$ cat config.mk
export PLATFORM = sky130hd
export DESIGN_NAME = yc_cvbs_mix_flat
export DESIGN_NICKNAME = d
export VERILOG_FILES = /design/src/rtl/yc_cvbs_mix_if.sv /design/src/rtl/yc_cvbs_mix.sv /design/src/flat_wrapper.sv
export SDC_FILE = /design/constraint.sdc
export NUM_CORES = 1
export LEC_CHECK = 0
export CORE_ASPECT_RATIO = 0.9
export CORE_UTILIZATION = 55
export CTS_CLUSTER_DIAMETER = 40
export DETAILED_ROUTE_END_ITERATION = 7
export GPL_ROUTABILITY_DRIVEN = 0
export MAX_ROUTING_LAYER = met4
export PLACE_DENSITY = 0.76
export REMOVE_ABC_BUFFERS = 1
export SLEW_MARGIN = 20
export SYNTH_ARGS = -nofsm -noshare
export SYNTH_HDL_FRONTEND = slang
export SYNTH_SLANG_ARGS = --single-unit
$ cat constraint.sdc
create_clock -name clk -period 8.4 [get_ports clk]
set_input_delay 1.68 -clock clk [delete_from_list [all_inputs] [get_ports clk]]
set_output_delay 1.68 -clock clk [all_outputs]
set_load 0.05 [all_outputs]
$ cat src/rtl/yc_cvbs_mix_if.sv
// Y/C-to-composite mixer port bundle: video and sync inputs from the source,
// composite code plus aligned blank/sync flags back to the sink.
interface yc_cvbs_mix_if;
    logic       pal_en;
    logic [7:0] y_in;
    logic [7:0] c_in;
    logic       hsync_in;
    logic       vsync_in;
    logic       csync_in;
    logic [7:0] cvbs;
    logic       blank_o;
    logic       sync_o;

    modport master (
        output pal_en, y_in, c_in, hsync_in, vsync_in, csync_in,
        input  cvbs, blank_o, sync_o
    );

    modport slave (
        input  pal_en, y_in, c_in, hsync_in, vsync_in, csync_in,
        output cvbs, blank_o, sync_o
    );
endinterface

$ cat src/rtl/yc_cvbs_mix.sv
// Mixes luma and modulated chroma into an 8-bit composite code, 3-clock latency.
// Define CVBS_SETUP_EN to add the NTSC pedestal (SETUP_LVL) during active video.
module yc_cvbs_mix #(
    parameter logic [10:0] BP_LEN    = 11'd400,
    parameter logic [7:0]  BLANK_LVL = 8'd72,
    parameter logic [7:0]  SETUP_LVL = 8'd10
) (
    input logic          clk,
    input logic          reset,
    yc_cvbs_mix_if.slave bus
);
    typedef enum logic [1:0] {SYNC, PORCH, ACTIVE, VBL} line_state_t;

    line_state_t state;
    logic [10:0] cnt;
    logic        cs_raw;
    logic        csq;
    logic [7:0]  y_d1, y_d2, c_d1, c_d2;
    logic        vs_d1, vs_d2, sy_d1, sy_d2, pal_d1, pal_d2;

    logic [15:0] prod;
    logic [10:0] ys, cs, ped, sum;
    logic [7:0]  level;
    logic        unused_ok;

    always_ff @(posedge clk) begin
        if (reset) begin
            cs_raw <= 1'b0;
            csq    <= 1'b0;
        end else begin
            cs_raw <= bus.csync_in;
            if (bus.csync_in == cs_raw)
                csq <= bus.csync_in;
        end
    end

    // Cleared chroma is 128 so post-reset porch pixels sit at blanking level.
    always_ff @(posedge clk) begin
        if (reset) begin
            y_d1   <= '0;
            y_d2   <= '0;
            c_d1   <= 8'd128;
            c_d2   <= 8'd128;
            vs_d1  <= 1'b0;
            vs_d2  <= 1'b0;
            sy_d1  <= 1'b0;
            sy_d2  <= 1'b0;
            pal_d1 <= 1'b0;
            pal_d2 <= 1'b0;
        end else begin
            y_d1   <= bus.y_in;
            y_d2   <= y_d1;
            c_d1   <= bus.c_in;
            c_d2   <= c_d1;
            vs_d1  <= bus.vsync_in;
            vs_d2  <= vs_d1;
            sy_d1  <= bus.csync_in;
            sy_d2  <= sy_d1;
            pal_d1 <= bus.pal_en;
            pal_d2 <= pal_d1;
        end
    end

    // The registered csq trails stage-1 data by one clock, so state lines up with stage 2.
    always_ff @(posedge clk) begin
        if (reset) begin
            state <= SYNC;
            cnt   <= '0;
        end else if (csq) begin
            state <= SYNC;
        end else begin
            case (state)
                SYNC: begin
                    state <= PORCH;
                    cnt   <= '0;
                end
                PORCH: begin
                    if (cnt == BP_LEN - 11'd1)
                        state <= vs_d2 ? VBL : ACTIVE;
                    if (cnt != '1)
                        cnt <= cnt + 11'd1;
                end
                default: ;
            endcase
        end
    end

    always_comb begin
        prod = 16'(y_d2) * 16'd183;
        ys   = (state == ACTIVE) ? {3'b000, prod[15:8]} : '0;
        // Offset-binary minus 128, halved arithmetically, sign-extended to 11 bits.
        cs   = (state == SYNC) ? '0 : {{4{~c_d2[7]}}, ~c_d2[7], c_d2[6:1]};
`ifdef CVBS_SETUP_EN
        ped  = (state == ACTIVE && !pal_d2) ? {3'b000, SETUP_LVL} : '0;
`else
        ped  = '0;
`endif
        sum  = {3'b000, BLANK_LVL} + ys + cs + ped;
        if (sum[10] || sum == '0)
            level = 8'd1;
        else if (sum[9:8] != 2'b00)
            level = 8'd255;
        else
            level = sum[7:0];
    end

`ifdef CVBS_SETUP_EN
    assign unused_ok = ^{bus.hsync_in, prod[7:0]};
`else
    assign unused_ok = ^{bus.hsync_in, prod[7:0], SETUP_LVL, pal_d2};
`endif

    always_ff @(posedge clk) begin
        if (reset) begin
            bus.cvbs    <= '0;
            bus.blank_o <= 1'b1;
            bus.sync_o  <= 1'b0;
        end else begin
            bus.cvbs    <= (state == SYNC) ? 8'd0 : level;
            bus.blank_o <= (state != ACTIVE);
            bus.sync_o  <= sy_d2;
        end
    end
endmodule

$ cat src/flat_wrapper.sv
// flat-port wrapper written by rule: the top's interface ports become plain ports
module yc_cvbs_mix_flat 
#(
    parameter logic [10:0] BP_LEN    = 11'd400,
    parameter logic [7:0]  BLANK_LVL = 8'd72,
    parameter logic [7:0]  SETUP_LVL = 8'd10
)
  (clk, reset, bus_pal_en, bus_y_in, bus_c_in, bus_hsync_in, bus_vsync_in, bus_csync_in, bus_cvbs, bus_blank_o, bus_sync_o);
  yc_cvbs_mix_if bus_i ();
  input logic clk;
  input logic reset;
  input wire logic [$bits(bus_i.pal_en)-1:0] bus_pal_en;
  input wire logic [$bits(bus_i.y_in)-1:0] bus_y_in;
  input wire logic [$bits(bus_i.c_in)-1:0] bus_c_in;
  input wire logic [$bits(bus_i.hsync_in)-1:0] bus_hsync_in;
  input wire logic [$bits(bus_i.vsync_in)-1:0] bus_vsync_in;
  input wire logic [$bits(bus_i.csync_in)-1:0] bus_csync_in;
  output wire logic [$bits(bus_i.cvbs)-1:0] bus_cvbs;
  output wire logic [$bits(bus_i.blank_o)-1:0] bus_blank_o;
  output wire logic [$bits(bus_i.sync_o)-1:0] bus_sync_o;
  assign bus_i.pal_en = bus_pal_en;
  assign bus_i.y_in = bus_y_in;
  assign bus_i.c_in = bus_c_in;
  assign bus_i.hsync_in = bus_hsync_in;
  assign bus_i.vsync_in = bus_vsync_in;
  assign bus_i.csync_in = bus_csync_in;
  assign bus_cvbs = bus_i.cvbs;
  assign bus_blank_o = bus_i.blank_o;
  assign bus_sync_o = bus_i.sync_o;
  yc_cvbs_mix #(.BP_LEN(BP_LEN), .BLANK_LVL(BLANK_LVL), .SETUP_LVL(SETUP_LVL)) u_core (.clk(clk), .reset(reset), .bus(bus_i));
endmodule
== Word-level counts from Yosys, hierarchy flattened ==
Index checks and enable logic that the tools add are counted.
Word-level totals
  register bits: 60
  word-level logic and storage cells: 48
  output and inout port bits: 10
  input bits: 22
Cells by class
  equality and inequality tests: 8
  bitwise gates (word level): 2
  reduce and logical (&&, ||, !) cells: 10
  $add $sub $neg: 3
  multipliers: 1
  muxes and demuxes: 9
Operators with widths (count)
  two-way mux 11 bit: 2
  one-hot mux 11 bit (2 select lines): 1
  multiplier 8 x 8 -> 16 bit, second input constant: 1
  two-way mux 8 bit: 2
  adder 11 x 1 -> 11 bit, second input constant: 1
  adder 11 bit: 1
  adder 7 x 11 -> 11 bit, first input constant: 1
  equality test 11 x 9 -> 1 bit, second input constant: 1
  logical NOT 11 bit: 1
  != test 11 bit, second input constant: 1
  != test 2 x 1 -> 1 bit, second input constant: 2
  one-hot mux 2 bit (2 select lines): 1
  nonzero test 2 bit: 2
  OR reduction 2 bit: 2
  AND reduction 3 bit: 1
  OR reduction 3 bit: 1
  equality test 2 x 1 -> 1 bit, second input constant: 1
  equality test 2 bit, second input constant: 1
  logical NOT 2 bit: 1
  two-way mux 1 bit: 2
  two-way mux 2 bit: 1
  != test 2 bit, second input constant: 1
  inverter 1 bit: 2
  AND reduction 2 bit: 1
  other kinds (2): 2

== Logic depth before layout (Yosys ltp) ==
  depth in word-level cells: 7
  depth in mapped cells: 23
  depth with buffers taken out: 23

== Worst setup path after synthesis ==
OpenSTA, ideal clock, no wires.
  path type: register to register
  start point: register u_core.y_d2[7]
  end point: register u_core.bus.cvbs[0]
  stages on the path, launching flop included: 22
  buffers on the path: 0
  setup time: 0.117 ns
  data arrival time: 5.223 ns
  setup slack: 3.060 ns
  cells stage by stage: dfxtp_1 ha_1 fa_1 inv_1 fa_1 fa_1 inv_1 ha_1 and3_1 a221oi_1 or2_2 o211a_1 xor2_1 nand2_1 ha_1 inv_1 ha_1 or3_1 o22ai_1 mux2_4 nand3b_2 a32o_1
Between the ends
  longest elaborated chain between the ends: 7
  elaborated cells on any way between the ends: 9
  classes of those cells: 2 x add/sub; 1 x mul; 3 x mux; 3 x reduce/logical
RTL lines
  start: declaration: line yc_cvbs_mix.sv:18  | logic [7:0] y_d1, y_d2, c_d1, c_d2;
  start signal: assignment: line yc_cvbs_mix.sv:52  | y_d2 <= y_d1;
  multiplier 8 x 8 -> 16 bit *: line yc_cvbs_mix.sv:89  | prod = 16'(y_d2) * 16'd183;
  two-way mux 8 bit *: line yc_cvbs_mix.sv:90  | ys = (state == ACTIVE) ? {3'b000, prod[15:8]} : '0;
  adder 7 x 11 -> 11 bit *: line yc_cvbs_mix.sv:98  | sum = {3'b000, BLANK_LVL} + ys + cs + ped;
  adder 11 bit *: line yc_cvbs_mix.sv:98
  logical NOT 11 bit / nonzero test 2 bit (equally long branches): line yc_cvbs_mix.sv:99, yc_cvbs_mix.sv:101
  logical OR 1 bit / two-way mux 8 bit (equally long branches): line yc_cvbs_mix.sv:99, yc_cvbs_mix.sv:101
  two-way mux 1 bit *: line yc_cvbs_mix.sv:99  | if (sum[10] || sum == '0)
  end signal: assignment: line yc_cvbs_mix.sv:119  | bus.cvbs <= (state == SYNC) ? 8'd0 : level;
  end: declaration: line yc_cvbs_mix_if.sv:21  | output cvbs, blank_o, sync_o
Mark *: on every way between the ends. The rest lies on a longest branch, timed or not.
A chain may end at the register's enable or synchronous reset.

== Worst setup path after layout ==
Ends and elaborated chain as after synthesis.

==> impl_metrics.csv <==
group,metric,value,unit
finish,area_growth,17.0,%
route,drc_errors,0,
yosys,synthArstFlopShare,0,%
power_and_ir_drop,pwr-share-clk,44.2,%
global_routing,overflow,0,
global_routing,grt_pass1_wl,11500,µm
clock_network,cts_max_path_buffers,2,
timing,drv_slew,0,
clock_network,cts_buffers,9,
yosys,synth_ff_type,"dfxtp_1",
route,wl_per_cell,13.2,µm
yosys,synth_area,3710,µm²
global_routing,grt_start_max_net_pins,44,
critical_path,worstPathArrival,6020,ps
power_and_ir_drop,vdd_ir_drop_max,146,µV
finish,final_util,66.3,%
finish,final_common_cell,"dfxtp_1",
timing,hold_viol,0,
power_and_ir_drop,p_comb_share,15.2,%
yosys,synth_edf_count,0,
clock_network,clock_sinks,58,
die,fp-row-count,28,
finish,num_antenna_cells,0,
critical_path,required,8620,ps
route,wl,6830,µm
route,route.met2.wl,3270,µm
timing,clock_skew,8.78,ps
critical_path,criticalPathCategory,"reg2reg",
place,hpwl,5250,µm
critical_path,cpMostUsedCell,"ha_1",
clock_network,clk_pin_slew,70,ps
die,initial_core_util,56.6,%
critical_path,slowest_stage,"fa_1",
place,port_buffers,28,
worst_hold_path,hp-class,"reg2reg",
yosys,syn_inst,389,
route,vias_per_cell,5.18,
finish,drive_gt1_share,7.23,%
job,maxCapViolCount,0,
critical_path,path_buf_inv,3,
global_routing,antenna_found_initial,0,
die,die_w,88.6,µm
clock_network,cts_htree_levels,3,
clock_network,post_cts_buffers,0,
critical_path,startpoint_type,"flop",
timing,max_slew.worst_pin.slew,737,ps
finish,fillerInstances,530,
route,wl_met1,3300,µm
critical_path,cp-end-kind,"flop",
critical_path,cp_top_family,"adder cells",
yosys,ys_seq_elements,58,
clock_network,hold_buffers,0,
die,pin_count,32,
timing,fmax,0.173,GHz
route,highest_layer,"met4",
timing,tns,0,ps
timing,post-route-period-util,69.0,%
yosys,yosysSeqAreaShare,31.3,%
clock_network,ctsResizeCount,0,
finish,layout.nets,521,
global_routing,gr-usage-all-layers,22.1,%
power_and_ir_drop,powerDensity,166,nW/µm²
route,final_antenna_net_count,0,
power_and_ir_drop,internal_power,0.000533,W
power_and_ir_drop,pwr-share-seq,40.5,%
die,dieArea,7080,µm²
clock_network,cts_tree,"built",
power_and_ir_drop,finalPower,0.000719,W
power_and_ir_drop,power_leakage,2.06,nW
route,first_pass_iters,4,
power_and_ir_drop,swShare,25.8,%
route,wl_met3,178,µm
critical_path,crit_fanout,8,
route,via_count,2687,
outcome,status,"finished clean",
clock_network,clk_latency,330,ps
die,core_area,6550,µm²
timing,setup_viol,0,
yosys,syn_area_per_cell,9.54,µm²
timing,relSlewSlack,50.1,%
timing,fin_crit,5790,ps
global_routing,grt_pass1_vias,2611,
die,dieHeight,79.9,µm
power_and_ir_drop,power.switching,0.000186,W
timing,rsz0062_at_grt,"no",
critical_path,cp_cell_sequence,"ha_1, fa_1, inv_1, fa_1, fa_1, inv_1, ha_1, and3_1, a221oi_1, or2_2, o211a_1, xor2_1, nand2_1, ha_1, inv_1, ha_1, or3_1, o22ai_1, mux2_4, nand3b_2, a32o_1",
yosys,ys_types,47,
finish,final_cell_mix,"dfxtp_1 (58), ha_1 (56), inv_1 (47)",
critical_path,slowest_delay,550,ps
route,drtIter0Drc,57,
yosys,ys_warn_count,0,
clock_network,clockRootBuffer,"clkbuf_8",
cell families after synthesis:
group	after synthesis	share of synthesized area (%)
AND/OR/NAND/NOR	124	19.3
flip-flops	58	31.3
AO/OA/AOI/OAI	60	10.2
XOR/XNOR	17	4.01
multiplexers	2	0.708
adder cells (fa/ha/maj)	75	29.1
buffers and inverters	53	5.36
Yosys cell counts, drive strengths merged, types with 3 or more instances:
| master | number | share of area [%] |
|---|---|---|
| nor2b | 36 | 6.1 |
| clkbuf | 5 | 0.51 |
| and2b | 6 | 1.2 |
| or3 | 5 | 0.84 |
| inv | 48 | 4.9 |
| or2 | 4 | 0.67 |
| nor3 | 5 | 0.67 |
| nand3 | 8 | 1.1 |
| ha | 56 | 19 |
| a31oi | 5 | 0.84 |
| a21o | 7 | 1.4 |
| dfxtp | 58 | 31 |
| nor2 | 28 | 3.2 |
| fa | 19 | 10 |
| a21oi | 23 | 3.1 |
| o21ai | 12 | 1.6 |
| xnor2 | 4 | 0.94 |
| nand2 | 14 | 1.4 |
| nand2b | 3 | 0.51 |
| xor2 | 13 | 3.1 |
| nand4 | 6 | 1.6 |
final timing paths:
| kind | start | endpoint | slack, ps | cells after the start |
|---|---|---|---|---|
| max | u_core.y_d2[7] | u_core.bus.cvbs[0] | 2610 | 21 |
| min | u_core.c_d1[7] | u_core.c_d2[7] | 420 | 1 |
| max reg2reg | u_core.y_d2[7] | u_core.bus.cvbs[0] | 2610 | 21 |
| min reg2reg | u_core.c_d1[7] | u_core.c_d2[7] | 420 | 1 |
metrics by stage:
stage	hold slack (ps)	worst slack, ps	instance area (µm²)	cells
3_5_place_dp	406	2660	4090	503
4_1_cts	419	2630	4340	519
5_1_grt	431	2250	4340	519
6_report	417	2610	4340	519
2_1_floorplan	389	3060	3690	384
3_3_place_gp	399	2680	4090	503
flip-flops by register name (all words and copies together) (netlist names):
register	flops
u_core.c_d1	7
u_core.csq	1
u_core.bus.sync_o	1
u_core.bus.cvbs	8
u_core.vs_d1	1
u_core.y_d2	8
u_core.sy_d2	1
u_core.bus.blank_o	1
u_core.y_d1	8
u_core.vs_d2	1
u_core.c_d2	7
u_core.cs_raw	1
u_core.cnt	11
u_core.state	2
layer usage:
metal,global-route usage [%],up-vias
met3,4.14,7
met4,8.23,0
met5,-,-
met2,35.5,51
met1,27.6,1254
li1,-,1375
area by class of cell:
| type | instances | area (µm²) | share of cell area (%) |
|---|---|---|---|
| Clock buffer | 9 | 124 | 2.85 |
| Clock inverter | 7 | 125 | 2.88 |
| Inverter | 48 | 180 | 4.15 |
| Multi-Input combinational cell | 278 | 2350 | 54.1 |
| Sequential cell | 58 | 1160 | 26.7 |
| Tap cell | 90 | 113 | 2.59 |
| Timing Repair Buffer | 29 | 288 | 6.63 |
power groups by stage:
stage               clock network [W]  registers [W]  logic [W]
floorplan                           0       0.000301  0.0000721
global placement                    0       0.000297   0.000104
detailed placement                  0       0.000298   0.000109
CTS                          0.000324       0.000291   0.000110
global route                 0.000337       0.000293   0.000124
finish                       0.000318       0.000291   0.000110
No activity file was read; power rests on OpenSTA's default activity.
